$ cat src/rtl/e203_exu_fpu_fmis_ctrl.sv
// Sequencer for the FPU miscellaneous-op sub-units (fclass, sign-inject, min/max, move).
// Issues one request at a time on a shared operand bus and holds the result until writeback takes it.
module e203_exu_fpu_fmis_ctrl #(
  parameter int NSUB   = 4,
  parameter int ITAG_W = 2
) (
  input  logic                 clk,
  input  logic                 rst_n,
  input  logic                 i_valid,
  output logic                 i_ready,
  input  logic [2:0]           i_sel,
  input  logic [31:0]          i_rs1,
  input  logic [31:0]          i_rs2,
  input  logic [ITAG_W-1:0]    i_itag,
  input  logic                 flush,
  output logic [NSUB-1:0]      sub_i_valid,
  input  logic [NSUB-1:0]      sub_i_ready,
  output logic [31:0]          sub_rs1,
  output logic [31:0]          sub_rs2,
  input  logic [NSUB-1:0]      sub_o_valid,
  output logic [NSUB-1:0]      sub_o_ready,
  input  logic [32*NSUB-1:0]   sub_o_wdat,
  output logic                 o_valid,
  input  logic                 o_ready,
  output logic [31:0]          o_wdat,
  output logic [ITAG_W-1:0]    o_itag,
  output logic                 o_illegal
);

  typedef enum logic [1:0] {
    IDLE  = 2'd0,
    ISSUE = 2'd1,
    WAIT  = 2'd2,
    RESP  = 2'd3
  } state_t;

  state_t              state_r;
  state_t              state_nxt_s;
  logic [2:0]          sel_r;
  logic [31:0]         rs1_r;
  logic [31:0]         rs2_r;
  logic [31:0]         wdat_r;
  logic [ITAG_W-1:0]   itag_r;
  logic                illegal_r;
  logic                kill_r;

  logic [NSUB-1:0]     sel_oh_s;
  logic [31:0]         res_s;
  logic                iss_hs_s;
  logic                res_vld_s;
  logic                accept_s;
  logic                sel_bad_s;
  logic                capture_s;
  logic                kill_set_s;
  logic                kill_clr_s;

  // One-hot decode of the latched select and mux of the selected unit's result
  always_comb begin
    sel_oh_s = '0;
    res_s    = 32'd0;
    for (int k = 0; k < NSUB; k++) begin
      sel_oh_s[k] = (sel_r == 3'(k));
      res_s       = res_s | ({32{sel_oh_s[k]}} & sub_o_wdat[32*k +: 32]);
    end
  end

  assign iss_hs_s  = |(sub_i_ready & sel_oh_s);
  assign res_vld_s = |(sub_o_valid & sel_oh_s);
  assign accept_s  = i_valid & (state_r == IDLE);
  // Full-width compare so a 3-bit select is never truncated against NSUB
  assign sel_bad_s = ({29'd0, i_sel} >= 32'(NSUB));

  // State register
  always_ff @(posedge clk or negedge rst_n) begin
    if (!rst_n) begin
      state_r <= IDLE;
    end else begin
      state_r <= state_nxt_s;
    end
  end

  // Next-state logic; flush always wins over forward progress
  always_comb begin
    state_nxt_s = state_r;
    capture_s   = 1'b0;
    kill_set_s  = 1'b0;
    kill_clr_s  = 1'b0;
    case (state_r)
      IDLE: begin
        if (i_valid && !flush) begin
          state_nxt_s = sel_bad_s ? RESP : ISSUE;
        end else begin
          state_nxt_s = IDLE;
        end
      end
      ISSUE: begin
        if (flush) begin
          if (iss_hs_s && !res_vld_s) begin
            kill_set_s  = 1'b1;
            state_nxt_s = WAIT;
          end else begin
            state_nxt_s = IDLE;
          end
        end else if (iss_hs_s && res_vld_s) begin
          capture_s   = 1'b1;
          state_nxt_s = RESP;
        end else if (iss_hs_s) begin
          state_nxt_s = WAIT;
        end else begin
          state_nxt_s = ISSUE;
        end
      end
      WAIT: begin
        if (res_vld_s) begin
          if (kill_r || flush) begin
            kill_clr_s  = 1'b1;
            state_nxt_s = IDLE;
          end else begin
            capture_s   = 1'b1;
            state_nxt_s = RESP;
          end
        end else if (flush) begin
          kill_set_s  = 1'b1;
          state_nxt_s = WAIT;
        end else begin
          state_nxt_s = WAIT;
        end
      end
      RESP: begin
        if (flush || o_ready) begin
          state_nxt_s = IDLE;
        end else begin
          state_nxt_s = RESP;
        end
      end
      default: begin
        state_nxt_s = IDLE;
      end
    endcase
  end

  // Output decode from the state register
  always_comb begin
    i_ready     = 1'b0;
    sub_i_valid = '0;
    sub_o_ready = '0;
    o_valid     = 1'b0;
    case (state_r)
      IDLE:    i_ready = 1'b1;
      ISSUE: begin
        sub_i_valid = sel_oh_s;
        sub_o_ready = sel_oh_s;
      end
      WAIT:    sub_o_ready = sel_oh_s;
      RESP:    o_valid = 1'b1;
      default: i_ready = 1'b0;
    endcase
  end

  // Request, result and kill registers
  always_ff @(posedge clk or negedge rst_n) begin
    if (!rst_n) begin
      sel_r     <= 3'd0;
      rs1_r     <= 32'd0;
      rs2_r     <= 32'd0;
      itag_r    <= '0;
      wdat_r    <= 32'd0;
      illegal_r <= 1'b0;
      kill_r    <= 1'b0;
    end else begin
      if (accept_s) begin
        sel_r     <= i_sel;
        rs1_r     <= i_rs1;
        rs2_r     <= i_rs2;
        itag_r    <= i_itag;
        illegal_r <= sel_bad_s;
        if (sel_bad_s) begin
          wdat_r <= 32'd0;
        end else begin
          wdat_r <= wdat_r;
        end
      end else if (capture_s) begin
        wdat_r <= res_s;
      end else begin
        wdat_r <= wdat_r;
      end
      if (kill_clr_s) begin
        kill_r <= 1'b0;
      end else if (kill_set_s) begin
        kill_r <= 1'b1;
      end else begin
        kill_r <= kill_r;
      end
    end
  end

  assign sub_rs1   = rs1_r;
  assign sub_rs2   = rs2_r;
  assign o_wdat    = wdat_r;
  assign o_itag    = itag_r;
  assign o_illegal = illegal_r;

endmodule

$ cat config.mk
export PLATFORM = sky130hd
export DESIGN_NAME = e203_exu_fpu_fmis_ctrl
export DESIGN_NICKNAME = d
export VERILOG_FILES = /design/src/rtl/e203_exu_fpu_fmis_ctrl.sv
export SDC_FILE = /design/constraint.sdc
export NUM_CORES = 1
export LEC_CHECK = 0
export BUFFER_PORTS_ARGS = -buffer_cell sky130_fd_sc_hd__buf_4
export CAP_MARGIN = 20
export CORE_AREA = 2 2 123 125
export DETAILED_ROUTE_END_ITERATION = 12
export DIE_AREA = 0 0 125 127
export GPL_ROUTABILITY_DRIVEN = 0
export GPL_TIMING_DRIVEN = 0
export PLACE_DENSITY = 0.75
export REMOVE_ABC_BUFFERS = 1
export SETUP_SLACK_MARGIN = 0.2
export SLEW_MARGIN = 20
export SYNTH_ARGS = -nofsm -noshare
export SYNTH_HDL_FRONTEND = slang
export SYNTH_SLANG_ARGS = --single-unit
$ cat constraint.sdc
create_clock -name clk -period 1.78 [get_ports clk]
set_clock_uncertainty 0.15 [all_clocks]
set_input_delay 0.356 -clock clk [delete_from_list [all_inputs] [get_ports clk]]
set_output_delay 0.356 -clock clk [all_outputs]
set_load 0.005 [all_outputs]
==> impl_metrics.toml <==
[outcome]
outcome = "finished, violations left"
violations = "hold timing, setup timing"

[route]
drc = 0
wirelength_um = 20700
antenna_left = 0
routedWlPerCell_um = 22.3
dr.first_iter.drc_count = 290
drt_pass1_iterations = 4
viasPerCell = 5.08
num_vias = 4702

[grt]
overflow = 0
grt_max_degree = 106
grt_usage = 0.243
grt_pass1_vias = 5114
antenna_found_initial = 0
grt_pass1_wl_um = 29500

[clocking]
clock-sinks = 105
ctsHoldBuffers = 0
clk_path_buf_depth = 2
cts_root_buf = "clkbuf_16"
cts_buffers = 9
h-tree-depth = 3
cts.clk_slew.worst_paths_ns = 0.07
cts_tree = "built"
clk-insertion-delay-late_ns = 0.34

[synthesis]
ys_seq_elements = 105
synth_top_family_by_area = "multiplexers"
yosys.area_share.simple = 0.0909
avgSynthCellArea_sq_um = 13.9
yosys_warnings = 0
synth_flop_cell = "dfrtp_1"
synth_edf_count = 0
async_reset_ff_frac = 1.00
synth_compound_area_frac = 0.0124
synth_mux_area_frac = 0.354
synth_xor_area_frac = 0
yosys.area_share.adder = 0.00957
synthCells = 377
ys_top_cells_by_area = "dfrtp_1, mux2_1, mux4_2"
yosysTopAreaCell = "dfrtp_1"
syn_area_sq_mm = 0.00523
netlist-cell-type-count = 29
synth_top_area_frac = 0.502
ys_seq_area_frac = 0.502

[worst_setup_path]
r2r_end = "o_wdat[24]"
arrival_ns = 2.16
r2r_cells = 7
start_kind = "flip-flop"
r2r_start = "sel_r[0]"
cp_max_fo = 7
regToRegSetupSlack_ns = -0.30
cp-end-kind = "flip-flop"
path_class = "reg -> reg"
cp.required_ns = 1.86

[power_and_ir_drop]
p_seq_frac = 0.290
peakVddDrop_mv = 0.688
comb_power_share = 0.568
p_leak_nw = 4.58
switching_share = 0.332
pwr-share-clk = 0.142
power_per_cell_area_mw_per_mm2 = 1500
switching_power_mw = 4.64
intPower_mw = 9.34

[timing]
rsz0062_at_grt = "yes"
setup_viol = 53
min_period_ns = 2.08
max_slew.worst_pin.slew_ns = 0.954
fin_worst_hold_slack_ns = -0.0138
period_share = 1.17
maxSlewHeadroom = 0.364
slew_viol_final = 0
fin_ws_ns = -0.302
hold_viol = 7
max_freq_mhz = 480

[finish]
final_cells = 926
area_growth_pct = 78.3
diodes = 0
drive_above_1_share = 0.698
fillers = 1037
nNetsFinal = 951

[floorplanning]
die_y_um = 127
initial_core_util = 0.363
rows = 44
pin_count = 319
die_x_um = 125
design.die.area_sq_mm = 0.0159
coreArea_sq_mm = 0.0144

[placed_design]
dpl.hpwl_um = 12300
place_ws_ns = -1.17
placed_cells = 857
io_buffers = 318

[job]
max_cap_viol_count = 0

[hold_path]
min_path_type = "in -> async"
registers in the layout, indices dropped and copies added, names as in the netlist:
name and flops:
sub_rs1 32, kill_r 1, sub_rs2 32, o_itag 2
o_illegal 1, state_r 2, sel_r 3, o_wdat 32
cell usage in the layout, fill, tap and decap left out, drive strengths merged, types with 2 or more instances in the layout:
master	count
mux2	68
mux4	34
nand2	42
ha	4
nor2b	4
nor2	8
clkbuf	13
mux2i	32
inv	7
dfrtp	105
nand2b	37
buf	370
nor3	3
nand3	2
o21ai	2
worst max-delay path by stage:
stage                           from    endpoint  slack, ns  cells past startpoint
after floorplan           state_r[0]   o_wdat[0]      -4.69                      6
after global placement    state_r[0]  o_wdat[25]      -6.68                      6
after detailed placement    sel_r[0]   o_wdat[6]      -1.17                      6
after CTS                   sel_r[0]  o_wdat[15]      -0.29                      7
after global routing      state_r[0]   o_wdat[6]      -0.38                      9
final                       sel_r[0]  o_wdat[24]      -0.30                      7
metrics by stage:
stage	cell area (sq um)	utilization	hold WS (ns)	total power, mW	TNS [ns]
floorplan	5080	-	-0.0896	6.56	-242.58
global placement	7700	0.534	0.316	8.94	-360.61
detailed placement	7780	0.540	0.327	9.08	-53.49
CTS	8970	0.622	0.0137	13.1	-10.04
global route	9330	0.647	0.0283	14.7	-14.50
finish	9330	0.647	-0.0138	14.0	-10.11
power groups by stage:
stage	Clock (mW)	Sequential (mW)	Combinational [mW]
after detailed placement	0	4.35	4.73
final	1.99	4.05	7.94
after global routing	2.16	4.15	8.40
after floorplan	0	4.19	2.36
after CTS	2.01	4.00	7.09
after global placement	0	4.26	4.68
critical path, stage by stage (launching register included):
cell and delay, ns:
dfrtp_4 0.46, mux4_2 0.53, nor2b_4 0.15, nor3b_4 0.15, buf_6 0.13, buf_8 0.13, buf_8 0.14, mux2i_2 0.14
timing repair:
action | 4_1_cts | 5_1_grt
endpoints found under the setup margin | 115 | 115
pin swaps | 6 | 0
buffers inserted | 31 | 10
cloned | 8 | 4
gates resized for setup | 100 | 42
cell families (layout without fill, tap and decap cells):
| family | count (synthesis) | in the layout |
|---|---|---|
| mux | 134 | 134 |
| flops | 105 | 105 |
| fa+ha+maj | 4 | 4 |
| buf+inv | 31 | 392 |
| simple gates | 94 | 98 |
| compound gates | 9 | 9 |
layout make-up:
| class | count | area [sq um] | area share |
|---|---|---|---|
| Sequential cell | 105 | 2640 | 0.283 |
| Clock inverter | 5 | 45.0 | 0.00483 |
| Timing Repair Buffer | 372 | 3230 | 0.347 |
| Multi-Input combinational cell | 245 | 2910 | 0.312 |
| Tap cell | 184 | 230 | 0.0247 |
| Inverter | 4 | 15.0 | 0.00161 |
| Clock buffer | 11 | 253 | 0.0271 |
cell usage after synthesis (3+ instances only):
master and count:
clkbuf_1 10, buf_6 5, mux2i_1 32, mux2_1 68
nor2b_1 3, mux4_2 34, nor3_1 3, dfrtp_1 105
nand2_1 39, buf_2 3, buf_1 8, inv_1 4
nand2b_1 37, ha_1 4, nor2_1 8
layer usage:
metal	share of wire	up-vias	GRT usage	wire (um)
met2	0.53	252	0.441	11000
met5	0	-	0	0
met1	0.36	2341	0.278	7450
met3	0.082	32	0.0745	1690
met4	0.024	0	0.0673	487
li1	-	2077	-	-
No activity file was read; power rests on OpenSTA's default activity.
